==> config.mk <==
export PLATFORM = sky130hd
export DESIGN_NAME = fifo_stream_reader
export DESIGN_NICKNAME = d
export VERILOG_FILES = /design/src/rtl/fifo_stream_reader.sv
export SDC_FILE = /design/constraint.sdc
export NUM_CORES = 1
export LEC_CHECK = 0
export CAP_MARGIN = 40
export CORE_UTILIZATION = 50
export DETAILED_ROUTE_END_ITERATION = 10
export DONT_BUFFER_PORTS = 1
export PLACE_DENSITY_LB_ADDON = 0.1
export SETUP_SLACK_MARGIN = 0.05
export SLEW_MARGIN = 20
export SYNTH_ARGS = -nofsm -noshare
export SYNTH_HDL_FRONTEND = slang
export SYNTH_SLANG_ARGS = --single-unit
==> constraint.sdc <==
create_clock -name rclk -period 3.3 [get_ports rclk]
set_input_delay 0.99 -clock rclk [delete_from_list [all_inputs] [get_ports rclk]]
set_output_delay 0.99 -clock rclk [all_outputs]
set_load 0.01 [all_outputs]
==> src/rtl/fifo_stream_reader.sv <==
// Read-side FIFO consumer: 2-entry valid/ready output buffer with fixed-length packet framing.
// Define FIFO_READER_STATS_EN to build the saturating delivered-word counter on words_cnt.
module fifo_stream_reader #(
  parameter int    DSIZE       = 8,
  parameter string FALLTHROUGH = "TRUE",
  parameter int    PKT_LEN     = 4
) (
  input  logic             rclk,
  input  logic             rrst,
  input  logic             drain_en,
  input  logic             rempty,
  input  logic [DSIZE-1:0] rdata,
  output logic             rinc,
  output logic             m_valid,
  output logic [DSIZE-1:0] m_data,
  output logic             m_last,
  input  logic             m_ready,
  output logic [15:0]      words_cnt
);
  localparam bit            LP_FT   = (FALLTHROUGH == "TRUE");
  localparam int            PW      = (PKT_LEN > 1) ? $clog2(PKT_LEN) : 1;
  localparam logic [PW-1:0] LP_LAST = PW'(PKT_LEN - 1);

  logic [1:0]       r_count;
  logic             r_inflight;
  logic [DSIZE-1:0] r_head;
  logic [DSIZE-1:0] r_tail;
  logic [PW-1:0]    r_pkt_idx;
  logic             w_pop;
  logic             w_cap;
  logic [1:0]       w_occ;

  assign w_pop = m_valid && m_ready;
  // Occupancy counts a registered-mode read that is still on its way, so the buffer cannot overflow.
  assign w_occ = r_count + {1'b0, r_inflight};
  assign rinc  = !rrst && drain_en && !rempty && (w_occ < (2'd2 + {1'b0, w_pop}));
  assign w_cap = LP_FT ? rinc : r_inflight;

  always_ff @(posedge rclk or posedge rrst) begin
    if (rrst) begin
      r_count    <= 2'd0;
      r_inflight <= 1'b0;
      r_head     <= '0;
      r_tail     <= '0;
      r_pkt_idx  <= '0;
    end else begin
      r_inflight <= LP_FT ? 1'b0 : rinc;
      unique case ({w_cap, w_pop})
        2'b10: begin
          if (r_count == 2'd0) r_head <= rdata;
          else                 r_tail <= rdata;
          r_count <= r_count + 2'd1;
        end
        2'b01: begin
          r_head  <= r_tail;
          r_count <= r_count - 2'd1;
        end
        2'b11: begin
          if (r_count == 2'd1) begin
            r_head <= rdata;
          end else begin
            r_head <= r_tail;
            r_tail <= rdata;
          end
        end
        default: ;
      endcase
      if (w_pop) r_pkt_idx <= (r_pkt_idx == LP_LAST) ? '0 : r_pkt_idx + PW'(1);
    end
  end

  assign m_valid = (r_count != 2'd0);
  assign m_data  = r_head;
  assign m_last  = m_valid && (r_pkt_idx == LP_LAST);

`ifdef FIFO_READER_STATS_EN
  logic [15:0] r_words_cnt;

  always_ff @(posedge rclk or posedge rrst) begin
    if (rrst)                                    r_words_cnt <= 16'd0;
    else if (w_pop && (r_words_cnt != 16'hFFFF)) r_words_cnt <= r_words_cnt + 16'd1;
  end

  assign words_cnt = r_words_cnt;
`else
  assign words_cnt = 16'd0;
`endif

endmodule

* Yosys cells after proc, flatten, opt, wreduce, memory -nomap -nowiden
Cells that the tools add are included.
** Word-level totals
- Flip-flop bits (word level) :: 20
- Bits in latches :: 0
- Bits in writable memories :: 0
- ROM bits :: 0
- Bits of input ports :: 13
- Output and inout port bits :: 27
- Word-level logic and storage cells :: 39
- Memories kept :: 0
** Operators by class
- Add/sub/neg operators :: 4
- $mul :: 0
- Div/mod/pow operators :: 0
- Magnitude comparators :: 1
- Equality and inequality tests :: 8
- Shifts and indexed selects :: 0
- Mux-type cells :: 8
- Bitwise operators :: 0
- Reduce and logical (&&, ||, !) cells :: 14
** Operator list (count)
- 8-bit 2-to-1 mux :: 4
- 8-bit one-hot mux with 3 select lines :: 1
- 8-bit one-hot mux with 2 select lines :: 1
- 2-bit equality test, second input constant :: 3
- 2-bit inequality test, second input constant :: 3
- 2-bit nonzero test :: 3
- 1-bit logical AND :: 5
- 2-bit by 1-bit adder with 2-bit output, second input constant :: 2
- 2-bit by 1-bit equality test with 1-bit output, second input constant :: 2
- 2-bit one-hot mux with 2 select lines :: 1
- 3-bit AND reduction :: 1
- 3-bit nonzero test :: 1
- 2-bit by 1-bit adder with 2-bit output, first input constant :: 1
- 1-bit logical NOT :: 2
- 2-bit logical NOT :: 1
- 2-bit less-than comparator :: 1
- 2-bit 2-to-1 mux :: 1
- 2-bit AND reduction :: 1
- 2-bit by 1-bit subtractor with 2-bit output, second input constant :: 1

* Depth between registers and ports, before layout
- Depth in word-level cells :: 8
- Depth in mapped cells :: 10
- Mapped depth without buffers :: 9

* Worst setup path before layout
OpenSTA, ideal clock, no wires.
- Kind :: input -> register
- Start point :: in drain_en
- End point :: reg r_tail[0]
- Library setup time :: 0.125 ns
- Arrival time :: 2.550 ns
- Data required time :: 3.175 ns
- Slack :: 0.625 ns
- Stages :: 8
- Buffers on the path :: 2
- Cells stage by stage :: nor3b_1 > buf_2 > and2_1 > ha_1 > nor2b_4 > buf_6 > o21ai_4 > mux2_2
** On the way
- Cells in the longest elaborated chain, start to end :: 6
- Elaborated cells on any way between the ends :: 10
- Those cells by class :: 4 x eq/ne; 1 x mux; 5 x reduce/logical
** RTL lines
- from (decl) :: line 10 : input logic drain_en,
- 1-bit logical AND (*) (3 in series) :: line 36 : assign rinc = !rrst && drain_en && !rempty && (w_occ < (2'd2 + {1'b0, w_pop}));
- named net rinc :: line 13 : output logic rinc,
- 2-bit equality test :: line 48 : unique case ({w_cap, w_pop})
- 2-bit inequality test (no source line) or 2-bit nonzero test (tied branches)
- 3-bit AND reduction (no source line)
- to (signal assigned) :: line 51 : else r_tail <= rdata;
- to (signal assigned) :: line 63 : r_tail <= rdata;
- to (decl) :: line 27 : logic [DSIZE-1:0] r_tail;
Mark *: on every way through the listed nets, which the timed path passes. The rest lies on a longest branch.
A chain may end at the register's enable or synchronous reset.

* Final worst setup path
- Start point :: reg r_count[0]
- End point :: out rinc
** On the way
- Cells in the longest elaborated chain, start to end :: 5
** RTL lines
- from (decl) :: line 24 : logic [1:0] r_count;
- from (signal assigned) :: line 52 : r_count <= r_count + 2'd1;
- from (signal assigned) :: line 56 : r_count <= r_count - 2'd1;
- 2-bit nonzero test :: line 72 : assign m_valid = (r_count != 2'd0);
- 1-bit logical AND :: line 33 : assign w_pop = m_valid && m_ready;
- 2-bit by 1-bit adder with 2-bit output :: line 36
- 2-bit less-than comparator (*) :: line 36
- 1-bit logical AND (*) :: line 36
- to (decl) :: line 13
Every way passes the cells marked *; elsewhere a longest branch is shown, timed or not.

==> metrics.md <==
| Metric | Value |
|---|---|
| Worst EP arrival | around 1700 ps |
| Postcts setup bufs | 0 |
| Comb pwr share | 37.0% |
| Core area | between 2000 and 2500 um^2 |
| VDD IR max | 0.000419 V |
| Root Driver | clkbuf_4 |
| NumNets Final | ~140 |
| Mean routed wirelength per cell | 16.1 um |
| Post-layout util | 54.9% |
| Synthesized area | approximately 1200 um^2 |
| N_diodes | 0 |
| Crit-path max FO | 5 |
| Setup crit start | r_count[0] |
| Worst Setup End Kind | output pin |
| Vias post-DR | between 800 and 900 |
| CTS buffer count | 3 |
| Clock Path Buffers | 2 |
| Largest net degree at the start of global routing | 21 |
| GR Overflow Total | 0 |
| WS Path Type | reg -> out |
| Gpl congestion | around 0.79 |
| CTS tree | yes |
| Status | finished, final reports clean |
| Crit path time final | 2710 ps |
| RSZ-0062 raised after global routing | false |
| WP data required | ~2300 ps |
| Ports | 40 |
| Hpwl dp | 1.69 mm |
| Hold Crit Class | in -> async |
| Final wirelength | around 2.4 mm |
| DRC | 0 |
| Count of cell types in the netlist | 25 |
| Violation count after the first detailed-route iteration | 28 |
| First-pass GRT wire length | between 3 and 4 mm |
| Final period utilization | between 80% and 90% |
| Pwr Density | around 880 nW/um^2 |
| Clk_skew | between 10 and 15 ps |
| Final Hold Fails | 0 |
| Share of post-route cells with drive strength above 1 | between 15 and 20% |
| Vias per Instance | around 5.7 |
| Port bufs | 0 |
| Commonest non-fill, non-tap cell in the layout | dfrtp_1 |
| DRT Pass-1 Iters | 4 |
| Seq pwr share | between 40 and 50% |
| Reg clk slew, reported paths | between 100 and 150 ps |
| Starting Density | 54.1% |
| Cells after Synth | between 100 and 150 |
| Reg-to-Reg Start | r_count[0] |
| Leak | 0.545 nW |
| Die Wd | between 50 and 60 um |
| YS warnings | 0 |
| Hold_buf cts | 0 |
| Number of global-route vias before repair | about 800 |
| Tot GR Track Use | about a fifth |
| Area Overhead vs Synth | 1.54% |
| Power share of the clock group | roughly 19% |
| Final setup viols | 0 |
| Max-cap violations | 0 |
| Sw frac | a little under two fifths |
| Fmax | between 300 and 400 MHz |
| Die Footprint | between 2000 and 3000 um^2 |
| Die H | slightly above 50 um |
| Antenna Nets Post-Route | 0 |
| Clk_lat worst skew | 320 ps |
| Max H-tree Level | 1 |
| Highest-count cells in the layout ignoring fill and taps | dfrtp_1, conb_1, o21ai_0 |
| Sequential area share after synthesis | between 40% and 50% |
| Num rows | 17 |
| Initial antenna violation count | 0 |
| Setup crit start kind | register |
| Yosys reg bits | 20 |
| Switching power of the nets | between 0.0004 and 0.0005 W |
| Sink Count | 20 |
| Cts repair resizes | 0 |
| Internal Power | 0.000673 W |
| Max Slew Vio Count | 0 |
| Syn Area/Cell | between 10 and 15 um^2 |
| Setup tns final | 0 ps |
[critical path, cell delays in order, from the launching register on]
cell	delay, ps
dfrtp_1	420
inv_1	70
ha_1	250
nand2b_1	170
o21ai_0	200
and2_1	290
[power groups by stage]
stage / sequential [W] / combinational [W] / clock (W)
2_1_floorplan: 0.000458 / 0.000347 / 0
3_3_place_gp: 0.000476 / 0.000392 / 0
3_5_place_dp: 0.000482 / 0.000403 / 0
4_1_cts: 0.000475 / 0.000404 / 0.000214
5_1_grt: 0.000491 / 0.000459 / 0.000222
6_report: 0.000477 / 0.000402 / 0.000210
[metal layers]
metal | up-vias | track usage, % | wire [um]
met2 | 42 | 30.1 | 1080
met3 | 5 | 4.76 | 157
li1 | 387 | - | -
met1 | 401 | 27.4 | 1070
met5 | - | 0 | 0
met4 | 0 | 10.4 | 44
[registers in the layout, indices dropped and copies added, names as in the netlist]
| signal | flops |
|---|---|
| r_pkt_idx | 2 |
| r_count | 2 |
| r_tail | 8 |
| m_data | 8 |
[synth_stat cells, drive strengths merged]
cell type  count  share of area [%]
a21o           2                1.2
dfrtp         20                 41
nor2b          4                2.7
buf           23                 13
nor3           1               0.41
inv            5                1.5
mux2           8                7.4
ha             7                7.2
and2           2                1.0
o211ai         8                4.9
conb           1               0.31
nand2b         1               0.51
a211oi         8                4.9
o21ai         11                5.4
xnor2          2                1.4
nand2          6                1.8
a31oi          8                4.1
nor3b          1               0.62
[per-stage QoR]
stage / hold slack (ps) / cells / area, um^2 / total power, W / worst slack, ps
3_5_place_dp: 484 / 141 / 1170 / 0.000884 / 554
3_3_place_gp: 465 / 141 / 1170 / 0.000867 / 613
4_1_cts: 512 / 145 / 1220 / 0.00109 / 579
5_1_grt: 375 / 146 / 1240 / 0.00117 / 412
6_report: 389 / 146 / 1240 / 0.00109 / 594
2_1_floorplan: 450 / 133 / 1270 / 0.000805 / 625
[cell families (layout without fill, tap and decap cells)]
family / Yosys count / after routing / share of synthesized area, %
other: 1 / 16 / 0.308
flip-flops: 20 / 20 / 41.1
adder cells (fa/ha/maj): 7 / 7 / 7.19
multiplexers: 8 / 8 / 7.39
buffers and inverters: 28 / 13 / 14.9
AND/OR/NAND/NOR: 15 / 15 / 7.08
AO/OA/AOI/OAI: 37 / 37 / 20.6
XOR/XNOR: 2 / 2 / 1.44
[worst paths after layout]
path	to	slack, ps	cells past startpoint
worst max-delay path	rinc	590	5
worst min-delay path	m_data[0]	390	1
worst max register to register	r_tail[6]	820	9
worst min register to register	r_pkt_idx[1]	510	2
max in group asynchronous	r_count[1]	2560	2
min in group rclk	r_pkt_idx[1]	510	2
[layout make-up]
type	count	area [um^2]
fillers	203	1020
multi-input cells	85	593
flip-flops and latches	20	500
repair buffers	4	37.5
well taps	28	35.0
clock inverters	1	30.0
clock buffers	3	22.5
inverters	5	18.8
Note: power is estimated with default switching activity, not from simulation.
==> RTL edit 1 (same flow settings) <==
Change the parameter `DSIZE` from 8 to 16.
--- a/src/rtl/fifo_stream_reader.sv
+++ b/src/rtl/fifo_stream_reader.sv
@@ -3,3 +3,3 @@
 module fifo_stream_reader #(
-  parameter int    DSIZE       = 8,
+  parameter int    DSIZE       = 16,
   parameter string FALLTHROUGH = "TRUE",
Interface: changed (resized m_data and rdata); port bits go from 40 to 56. No check against the original RTL was run, so the function may have changed too.
==> RTL edit 1 against the unedited design <==
- total power increased by 76%
- synthesized cell count increased by 54%
- critical path type is now reg2reg
- sequential power rose by 80%
- sequential cell count up 16
- design area is 68% higher
- highest routed layer unchanged
- largest cell class unchanged
- critical path depth grew 4
- wire length rose by 76%
- setup slack better by 10 ps
- area after synthesis is 63% higher
- global-route usage is 1.2 points higher
- sequential share of layout area up 2.9 points
- critical endpoint is now m_data[15]
- combinational power up 67%
==> RTL edit 1: results (changes against the unedited design) <==
[outcome]
outcome=finished, final reports clean

[clock_tree]
h-tree-depth=2  ; +1
worstSkewPairLatency_ps=280  ; -40 ps
ctsRootBufferMaster=clkbuf_8
numCtsBuffers=5  ; +2
clk_path_buf_depth=2  ; unchanged
clkTransAtPathRegs_ps=80  ; -50 ps
cts_resized=0  ; unchanged

[critical_path]
arrival_ps=2900  ; +1180 ps
r2r-end=m_data[15]
cpPeakStageDelay_ps=690  ; +270 ps
crit_path_max_fanout=35  ; +30
cpMaxStageDelayCell=ha_1
cp_top_family=adder cells
r2r_slack_ps=600  ; -220 ps

[placement]
placedInstanceArea_sq_um=1937  ; +66%
place_ws_ps=167.7  ; -386.0 ps
place_congestion=0.7418  ; -5.6%
port_buffers=0  ; unchanged
hpwl_um=2615  ; +55%

[hold_path]
hold_depth=2
holdPathEnd=r_pkt_idx[1]
hp-class=reg2reg

[timing]
finClkSkew_ps=7.176  ; -4.872 ps
tightest_slew_ps=702.8

[synth]
synthMuxAreaShare=0.1097  ; +0.03579
synth_compound_area_frac=0.2289  ; +0.02251
synth.distinct_cells=27  ; +8.0%
synth_adder_area_share=0.03783  ; -0.03404
yosysSeqAreaShare=0.4540  ; +0.04329
synth_area_leaders=dfrtp_1, mux2_4, a211oi_1
synth_commonest_cells=dfrtp_1, o21ai_0
synthXorXnorAreaFrac=0.008827  ; -0.005546

[grt]
grt_pass1_wl_um=6975  ; +85%
grt_pass1_vias=1375  ; +72%
gr-usage-all-layers=0.2149  ; +0.01174
grt_max_degree=36  ; +71%
grt_overflow=0  ; unchanged

[cells_and_area]
drive_gt1_frac=0.1934  ; +0.04083
nFillCells=351  ; +73%
num-nets-final=207  ; +49%

[pwr]
p_leak_nw=0.8893  ; +63%
max-vdd-ir-drop_mv=0.5095  ; +22%

[routing]
wire_per_inst_um=18.05  ; +12%
vias=1346  ; +61%
drtIter0Drc=92  ; +230%

[RTL edit 1: where the power goes]
part | internal, mW | switching [mW]
Clock | 0.224 | 0.159
Combinational | 0.318 | 0.353
Sequential | 0.669 | 0.191
Total | 1.21 | 0.703
[RTL edit 1: cells by family (layout without fill, tap and decap cells)]
kind of cell,Yosys count,after routing
flops,36,36
mux,16,16
other cells,1,16
xor+xnor,2,2
buf+inv,38,22
compound gates,69,69
fa+ha+maj,6,6
simple gates,14,14
[RTL edit 1: area by class of cell]
class,instances,area [sq um],share of cell area
inverters,5,18.77,0.009031
multi-input cells,123,904.6,0.4353
clock inverters,3,42.54,0.02047
flip-flops and latches,36,900.9,0.4335
repair buffers,9,82.58,0.03974
well taps,48,60.06,0.02890
clock buffers,5,68.82,0.03311
[RTL edit 1: metrics by stage]
stage / instances / hold slack, ps
after floorplan: 197 / 449.8
after global placement: 219 / 461.3
after detailed placement: 219 / 485.1
after CTS: 227 / 506.2
after global routing: 229 / 525.7
final: 229 / 501.3
[RTL edit 1: worst max path at each step]
stage / startpoint / end / slack (ps)
floorplan: rempty / r_tail[0] / 140
global placement: m_ready / r_tail[13] / 210
detailed placement: m_ready / r_tail[14] / 170
CTS: r_count[0] / r_tail[14] / 340
global route: r_count[0] / m_data[3] / 360
finish: r_count[0] / m_data[15] / 600
[RTL edit 1: metal layers]
metal  track usage  part of all wire
met1        0.2886              0.45
met2        0.3529              0.49
met3       0.04577             0.057
met4       0.04722            0.0051
met5             0                 0
[RTL edit 1: worst min-delay path: cells and delay by family (launching register included)]
family / cells / cell delay (ps)
and+or+nand+nor: 2 / 120
DFF: 1 / 350
==> RTL edit 2 (config.mk and constraints unchanged) <==
Without the edit above. Build with the macro `FIFO_READER_STATS_EN` defined.
--- a/src/rtl/fifo_stream_reader.sv
+++ b/src/rtl/fifo_stream_reader.sv
@@ -2,2 +2,4 @@
 // Define FIFO_READER_STATS_EN to build the saturating delivered-word counter on words_cnt.
+`define FIFO_READER_STATS_EN
+
 module fifo_stream_reader #(
Behaviour: not the same (Yosys sat finds a counterexample within 4 cycles, from zero or initial values and one cycle with rrst high).
==> RTL edit 2 against the unedited design <==
- total power is 37% higher
- sequential share of layout area increased by 5.9 points
- sequential cell count is 16 higher
- design area is 57% higher
- clock skew decreased by 8.6 ps
- area after synthesis grew 49%
- setup slack worse by 180 ps
- wire length grew 43%
- critical path type unchanged
==> RTL edit 2: results (changes against the unedited design) <==
[critical_path]
cp_top_family=simple AND/OR/NAND/NOR gates
arrival_ps=1900  ; +180 ps
cpMaxStageDelayCell=dfrtp_1
cpPeakStageDelay_ps=420  ; about the same
crit_path_max_fanout=8  ; +3

[pwr]
p_leak_nw=0.8801  ; +62%
switchingPower_mw=0.5452  ; +31%
max-vdd-ir-drop_mv=0.3991  ; -4.8%

[routing]
routed.top_layer=met4
drt-met1-wl_um=1355  ; +26%
vias_per_cell=5.665  ; -0.95%
dr.pass1.iters=3  ; -1
dr_wl_met2_um=1821  ; +69%
wire_per_inst_um=15.90  ; -1.4%
met3_length_um=161  ; +2.5%
drtIter0Drc=67  ; +140%

[clock_tree]
cts_setup_buffers=0  ; unchanged
h-tree-depth=2  ; +1
cts_resized=0  ; unchanged
clkTransAtPathRegs_ps=100  ; -30 ps
worstSkewPairLatency_ps=330
ctsRootBufferMaster=clkbuf_4
clk_path_buf_depth=2  ; unchanged
numCtsBuffers=5  ; +2

[placement]
port_buffers=0  ; unchanged
hpwl_um=2489  ; +47%
place_congestion=0.7502  ; -4.5%

[synth]
synth_area_leaders=dfrtp_1, mux2_2, ha_1
yosysSeqAreaShare=0.4972  ; +0.08656
synth-async-reset-ratio=1.000  ; unchanged
yosysWarningCount=0  ; unchanged
synth_fp_nets=179
synth_commonest_cells=dfrtp_1, nand2_1, mux2_2
synth_flop_cell=dfrtp_1
synth_edf_count=0  ; unchanged
synth.distinct_cells=40  ; +60%

[grt]
grt_max_degree=37  ; +76%
grt_pass1_wl_um=5878  ; +56%
antenna_found_initial=0  ; unchanged
gr-usage-all-layers=0.1979  ; -0.005197
grt_pass1_vias=1224  ; +53%

[cells_and_area]
largest_reg_flops=16
nFillCells=309  ; +52%
drive_gt1_frac=0.1807  ; +0.02818
num-nets-final=185  ; +33%
antenna_cells=0  ; unchanged

[hold_path]
hp-class=reg2reg

[timing]
tightest_slew_ps=497.0
finClkSkew_ps=3.491  ; -8.557 ps

[outcome]
outcome=finished, final reports clean

[RTL edit 2: metal layers]
metal,GRT usage,up-vias
li1,-,577
met1,0.2161,597
met2,0.3613,23
met3,0.07537,4
met4,0.04360,0
met5,0,-
[RTL edit 2: path summary, 6_finish.rpt]
path	start	end	slack, ps	cells after the start
worst max-delay path	r_count[0]	rinc	410	6
worst min-delay path	r_pkt_idx[1]	r_pkt_idx[1]	490	2
worst max register to register	r_count[1]	r_tail[5]	600	10
worst min register to register	r_pkt_idx[1]	r_pkt_idx[1]	490	2
max in group asynchronous	rrst	r_tail[5]	2360	2
min in group asynchronous	rrst	words_cnt[7]	630	2
[RTL edit 2: through the flow]
step	cells	cell area, sq um	worst slack, ps	power (mW)
final	212	1942	411.1	1.495
after global routing	212	1942	244.4	1.606
after CTS	212	1942	369.4	1.517
after detailed placement	204	1866	448.9	1.214
after global placement	204	1866	532.6	1.178
after floorplan	159	1812	536.0	1.102
[RTL edit 2: power by group through the flow]
stage | clock network [mW] | logic (mW) | registers [mW]
floorplan | 0 | 0.364 | 0.738
global placement | 0 | 0.412 | 0.766
detailed placement | 0 | 0.435 | 0.778
CTS | 0.310 | 0.436 | 0.770
global route | 0.333 | 0.485 | 0.788
finish | 0.301 | 0.426 | 0.768
[RTL edit 2: kinds of logic after synthesis]
group,after synthesis,share of synthesized area
muxes,10,0.06423
xor gates and xnor gates,13,0.06285
and+or+nand+nor,58,0.2003
AOI/OAI and AO/OA,27,0.1084
adders and majority gates,7,0.04834
DFF,36,0.4972
buffers and inverters,8,0.01865
[RTL edit 2: area by class of cell]
cell class	count	share of cell area
Tap cell	46	0.02964
Sequential cell	36	0.4639
Multi-Input combinational cell	115	0.4517
Clock buffer	6	0.02126
Timing Repair Buffer	1	0.003866
Inverter	6	0.01160
Clock inverter	2	0.01804
[RTL edit 2: worst register-to-register path, delay by kind of cell, from the launching register on]
kind / cells / cell delay, ps
flops: 1 / 400
compound gates: 2 / 470
simple gates: 3 / 520
fa+ha+maj: 2 / 540
buf+inv: 2 / 270
mux: 1 / 380
